`config.mk`:
```
export PLATFORM = sky130hd
export DESIGN_NAME = and4_seq_ctrl
export DESIGN_NICKNAME = d
export VERILOG_FILES = /design/src/rtl/and4_seq_ctrl.sv
export SDC_FILE = /design/constraint.sdc
export NUM_CORES = 1
export LEC_CHECK = 0
export CAP_MARGIN = 0
export CORE_AREA = 2 2 57 59
export CTS_CLUSTER_SIZE = 8
export DETAILED_ROUTE_END_ITERATION = 7
export DIE_AREA = 0 0 59 61
export GPL_ROUTABILITY_DRIVEN = 0
export PLACE_DENSITY_LB_ADDON = 0.12
export SETUP_SLACK_MARGIN = 0.2
export SYNTH_ARGS = -nofsm -noshare
export SYNTH_HDL_FRONTEND = slang
export SYNTH_SLANG_ARGS = --single-unit
```
`constraint.sdc`:
```
create_clock -name clk -period 2.5 [get_ports clk]
set_input_delay 0.25 -clock clk [delete_from_list [all_inputs] [get_ports clk]]
set_output_delay 0.25 -clock clk [all_outputs]
set_load 0.02 [all_outputs]
```
`src/rtl/and4_seq_ctrl.sv`:
```
// Debounced push-button start controller that computes a&b&c&d from four switches
// over three FSM steps, reusing one shared 2-input AND gate for every step.
module and4_seq_ctrl #(
  parameter int DEBOUNCE_CYCLES = 16
) (
  input  logic       clk,
  input  logic       rst_n,
  input  logic       btn,
  input  logic [3:0] swt,
  output logic       result,
  output logic       busy,
  output logic       done,
  output logic       ovr,
  output logic [2:0] led
);

  localparam int CW = (DEBOUNCE_CYCLES > 2) ? $clog2(DEBOUNCE_CYCLES) : 1;
  localparam logic [CW-1:0] CNT_LAST = CW'(DEBOUNCE_CYCLES - 1);

  localparam logic [1:0] ST_IDLE = 2'd0;
  localparam logic [1:0] ST_S1   = 2'd1;
  localparam logic [1:0] ST_S2   = 2'd2;
  localparam logic [1:0] ST_S3   = 2'd3;

  logic          r_sync1;
  logic          r_sync2;
  logic          r_deb;
  logic          r_deb_d;
  logic [CW-1:0] r_cnt;
  logic [1:0]    r_state;
  logic [3:0]    r_op;
  logic          r_acc;
  logic          r_tmp;
  logic          r_result;
  logic          r_busy;
  logic          r_done;
  logic          r_ovr;

  logic          w_start;
  logic [1:0]    w_state_nxt;
  logic          w_and_a;
  logic          w_and_b;
  logic          w_and_y;

  // Synchronizer and debounce filter. The counter tracks how long the
  // synchronized button has disagreed with the accepted level.
  // NOTE: sequential state uses non-blocking assignments so every register
  // samples pre-edge values; blocking here would collapse the 2-flop chain.
  always_ff @(posedge clk or negedge rst_n) begin
    if (!rst_n) begin
      r_sync1 <= 1'b0;
      r_sync2 <= 1'b0;
      r_deb   <= 1'b0;
      r_deb_d <= 1'b0;
      r_cnt   <= '0;
    end else begin
      r_sync1 <= btn;
      r_sync2 <= r_sync1;
      r_deb_d <= r_deb;
      if (r_sync2 != r_deb) begin
        if (r_cnt == CNT_LAST) begin
          r_deb <= r_sync2;
          r_cnt <= '0;
        end else begin
          r_cnt <= r_cnt + 1'b1;
        end
      end else begin
        r_cnt <= '0;
      end
    end
  end

  // Rising edge of the debounced level only; releases produce nothing.
  assign w_start = r_deb & ~r_deb_d;

  // Operand muxes feeding the single shared AND gate.
  // NOTE: every output of an always_comb gets a default first so no path
  // leaves it unassigned, which would otherwise infer a latch.
  always_comb begin
    w_and_a = 1'b0;
    w_and_b = 1'b0;
    unique case (r_state)
      ST_S1:   begin w_and_a = r_op[0]; w_and_b = r_op[1]; end
      ST_S2:   begin w_and_a = r_op[2]; w_and_b = r_op[3]; end
      ST_S3:   begin w_and_a = r_acc;   w_and_b = r_tmp;   end
      default: ;
    endcase
  end

  assign w_and_y = w_and_a & w_and_b;

  always_comb begin
    w_state_nxt = ST_IDLE;
    case (r_state)
      ST_IDLE: w_state_nxt = w_start ? ST_S1 : ST_IDLE;
      ST_S1:   w_state_nxt = ST_S2;
      ST_S2:   w_state_nxt = ST_S3;
      default: w_state_nxt = ST_IDLE;
    endcase
  end

  // FSM, datapath and status flags. busy is decoded from the next state so it
  // is a clean register output aligned with the state it describes.
  always_ff @(posedge clk or negedge rst_n) begin
    if (!rst_n) begin
      r_state  <= ST_IDLE;
      r_op     <= 4'b0000;
      r_acc    <= 1'b0;
      r_tmp    <= 1'b0;
      r_result <= 1'b0;
      r_busy   <= 1'b0;
      r_done   <= 1'b0;
      r_ovr    <= 1'b0;
    end else begin
      r_state <= w_state_nxt;
      r_busy  <= (w_state_nxt != ST_IDLE);
      r_done  <= 1'b0;
      case (r_state)
        ST_IDLE: if (w_start) r_op <= swt;
        ST_S1:   r_acc <= w_and_y;
        ST_S2:   r_tmp <= w_and_y;
        ST_S3: begin
          r_result <= w_and_y;
          r_done   <= 1'b1;
        end
        default: ;
      endcase
      if (w_start && (r_state != ST_IDLE)) r_ovr <= 1'b1;
    end
  end

  assign result = r_result;
  assign busy   = r_busy;
  assign done   = r_done;
  assign ovr    = r_ovr;
  assign led    = {r_ovr, r_busy, r_result};

endmodule

```
==> flow_summary.ini <==
[sta]
fin_crit_ns = 1.54
report.final.setup_viol = 0
final_critical_path_share_of_the_clock_period_pct = 61.7
final.setup.tns_ns = 0
worst_pin_slew_ns = 0.471
max-slew-margin-rel_pct = 68.6
setup_repair_after_global_routing_missed_its_margin = no
fmax_mhz = 649
final-hold-violation-count = 0
timing.clock.skew_ns = 0.0104
timing.hold.ws_ns = 0.275
slew_violations = 0

[layout]
fillerInstances = 302
post_route_cells_drive_above_1_share_pct = 18.2
final_cells = 110
syn2layout_area_growth_pct = 22.1
insertedDiodeCount = 0
nNetsFinal = 90

[global_routing]
globalRouteOverflowTotal = 0
grt_max_degree = 21
grt_pass1_vias = 488
grt_pass1_wl_um = 2310
grt_antenna_before_repair = 0
global_route.usage.total_pct = 9.07

[route]
route.vias.total = 509
total_routed_length_um = 1370
drt-vias-per-instance = 4.63
detailed_route_drc_error_count = 0
residual_antenna_violating_net_count_after_detailed_routing = 0
drtIter0Drc = 14
drt_pass1_iterations = 4
avgRoutedWirePerCell_um = 12.4

[worst_setup_path]
cp-start-kind = flip-flop
cpLargestDelayFamily = buffers and inverters
timing.critical_path.depth = 1
rrSetupSlack_ns = 1.04
cp_slowest_stage_delay_ns = 0.61
arrival_ns = 1.29
worstReg2RegEnd = r_tmp
cp_max_fo = 3
timing.critical_path.slowest_stage_cell = clkdlybuf4s50_1
worst-path-buf-inv = 1
cp.required_ns = 2.25
criticalPathCategory = reg2out
reg2reg_depth = 4
cells_along_the_critical_path = clkdlybuf4s50_1
cp-end-kind = output pin
worstReg2RegStart = r_state[0]

[logic_synthesis]
yosysUniqueCellTypes = 22
ys_ff_latch = 20
avgSynthCellArea_um2 = 14.0
postSynthNetCount = 74
synthCells = 62
synth_enable_flop_cells = 0
ys_seq_area_share_pct = 57.5
async_reset_ff_share_pct = 100
mappedNetlistArea_um2 = 871
dominantRegCellSynth = dfrtp_1
synth.yosys.warnings = 0

[power]
sequentialPowerShare_pct = 45.9
powerDensity_nw_per_um2 = 861
leakage_power_figure_uw = 0.000512
intPower_uw = 610
power.total_uw = 916
power.switching_fraction_pct = 33.4
vdd_drop_max_v = 0.000264
power_frac_clock_pct = 21.0
power_frac_comb_pct = 33.1
total_switching_power_uw = 306

[cts]
clk_pin_slew_worst_paths_ns = 0.12
cts_inserted_buffers = 3
clockRootBuffer = clkbuf_4
post_cts_hold_buffer_count = 0
max-clock-path-buffers = 2
clkLatencyLatePin_ns = 0.30
cts_tree = built
clock_tree.htree_level_count = 1
clkSinkCount = 20
cts_setup_buffers = 0
cts.repair.resized = 0

[place]
place_inst = 106
hpwlAfterDp_um = 984
port_buffers = 13

[floorplan]
die-area_um2 = 3600
initial_core_util_pct = 29.5
std_cell_rows = 20
design.core.area_um2 = 2950
dieHeight_um = 61
overall_die_width_um = 59
ioPinCount = 14

[status]
outcome = complete, no violations

[job]
maxCapViolCount = 0

[min_path]
holdCritPathClass = in2async
power groups by stage:
stage | sequential, uW | combinational (uW) | clock, uW
after CTS | 421 | 310 | 195
after detailed placement | 427 | 309 | 0
after global routing | 428 | 342 | 211
final | 420 | 304 | 192
after global placement | 426 | 308 | 0
after floorplan | 443 | 187 | 0
cells in the mapped netlist (2+ instances only):
cell type   n  share of area [%]
o41ai_1     3                3.0
buf_4       3                2.6
a222oi_1    2                2.3
dfrtp_1    20                 57
ha_1        5                7.2
nand2b_1    4                2.9
xnor2_1     2                2.0
inv_1       6                2.6
mux2_4      4                6.9
area by class of cell:
cell class	count	area [um^2]	area share, %
inverters	6	22.5	2.12
clock buffers	4	36.3	3.41
well taps	33	41.3	3.88
repair buffers	14	138	12.9
multi-input cells	33	325	30.6
flip-flops and latches	20	500	47.1
flip-flops by register name (all words and copies together) (netlist names):
signal / count
busy: 1
done: 1
ovr: 1
r_acc: 1
r_cnt: 4
r_deb: 1
r_deb_d: 1
r_op: 4
r_state: 2
r_sync1: 1
r_sync2: 1
r_tmp: 1
result: 1
through the flow:
| step | utilization [%] | area [um^2] | setup slack [ns] |
|---|---|---|---|
| 3_5_place_dp | 34.8 | 1030 | 1.05 |
| 6_report | 36.0 | 1060 | 0.958 |
| 4_1_cts | 36.0 | 1060 | 0.944 |
| 5_1_grt | 36.0 | 1060 | 0.872 |
| 2_1_floorplan | - | 871 | 1.20 |
| 3_3_place_gp | 34.8 | 1030 | 1.06 |
cell usage in the layout, fill, tap and decap left out:
| cell | instances |
|---|---|
| a21o_1 | 1 |
| a222oi_1 | 2 |
| a311oi_2 | 1 |
| a31oi_1 | 1 |
| buf_4 | 1 |
| clkbuf_4 | 3 |
| clkbuf_8 | 1 |
| clkdlybuf4s50_1 | 13 |
| dfrtp_1 | 20 |
| ha_1 | 5 |
| inv_1 | 6 |
| mux2_2 | 1 |
| mux2_4 | 4 |
| nand2b_1 | 4 |
| nand3_1 | 1 |
| nand3b_4 | 1 |
| nor2_1 | 1 |
| nor2b_1 | 1 |
| nor3b_1 | 1 |
| nor3b_2 | 1 |
| o211ai_1 | 1 |
| o21ai_0 | 1 |
| o41ai_1 | 3 |
| or2_2 | 1 |
| xnor2_1 | 2 |
worst max-delay path by stage:
stage,start,endpoint,slack [ns]
floorplan,r_state[1],r_op[0],1.20
global placement,r_state[1],r_tmp,1.06
detailed placement,r_state[0],r_acc,1.05
CTS,result,result,0.94
global route,r_state[0],r_tmp,0.87
finish,result,result,0.96
logic make-up after synthesis:
kind of cell             count (synthesis)  synth area share (%)
adder cells (fa/ha/maj)                  5                  7.18
flip-flops                              20                  57.5
multiplexers                             5                  8.19
buffers and inverters                    9                  5.17
AND/OR/NAND/NOR                         11                  9.91
XOR/XNOR                                 2                  2.01
AO/OA/AOI/OAI                           10                  10.1
routing by layer:
| layer | GRT usage [%] | wire length [um] |
|---|---|---|
| met3 | 1.92 | 51 |
| met5 | 0 | 0 |
| met1 | 12.7 | 733 |
| met2 | 12.2 | 543 |
| met4 | 6.82 | 40 |
Power figures use the tool's default switching activity.
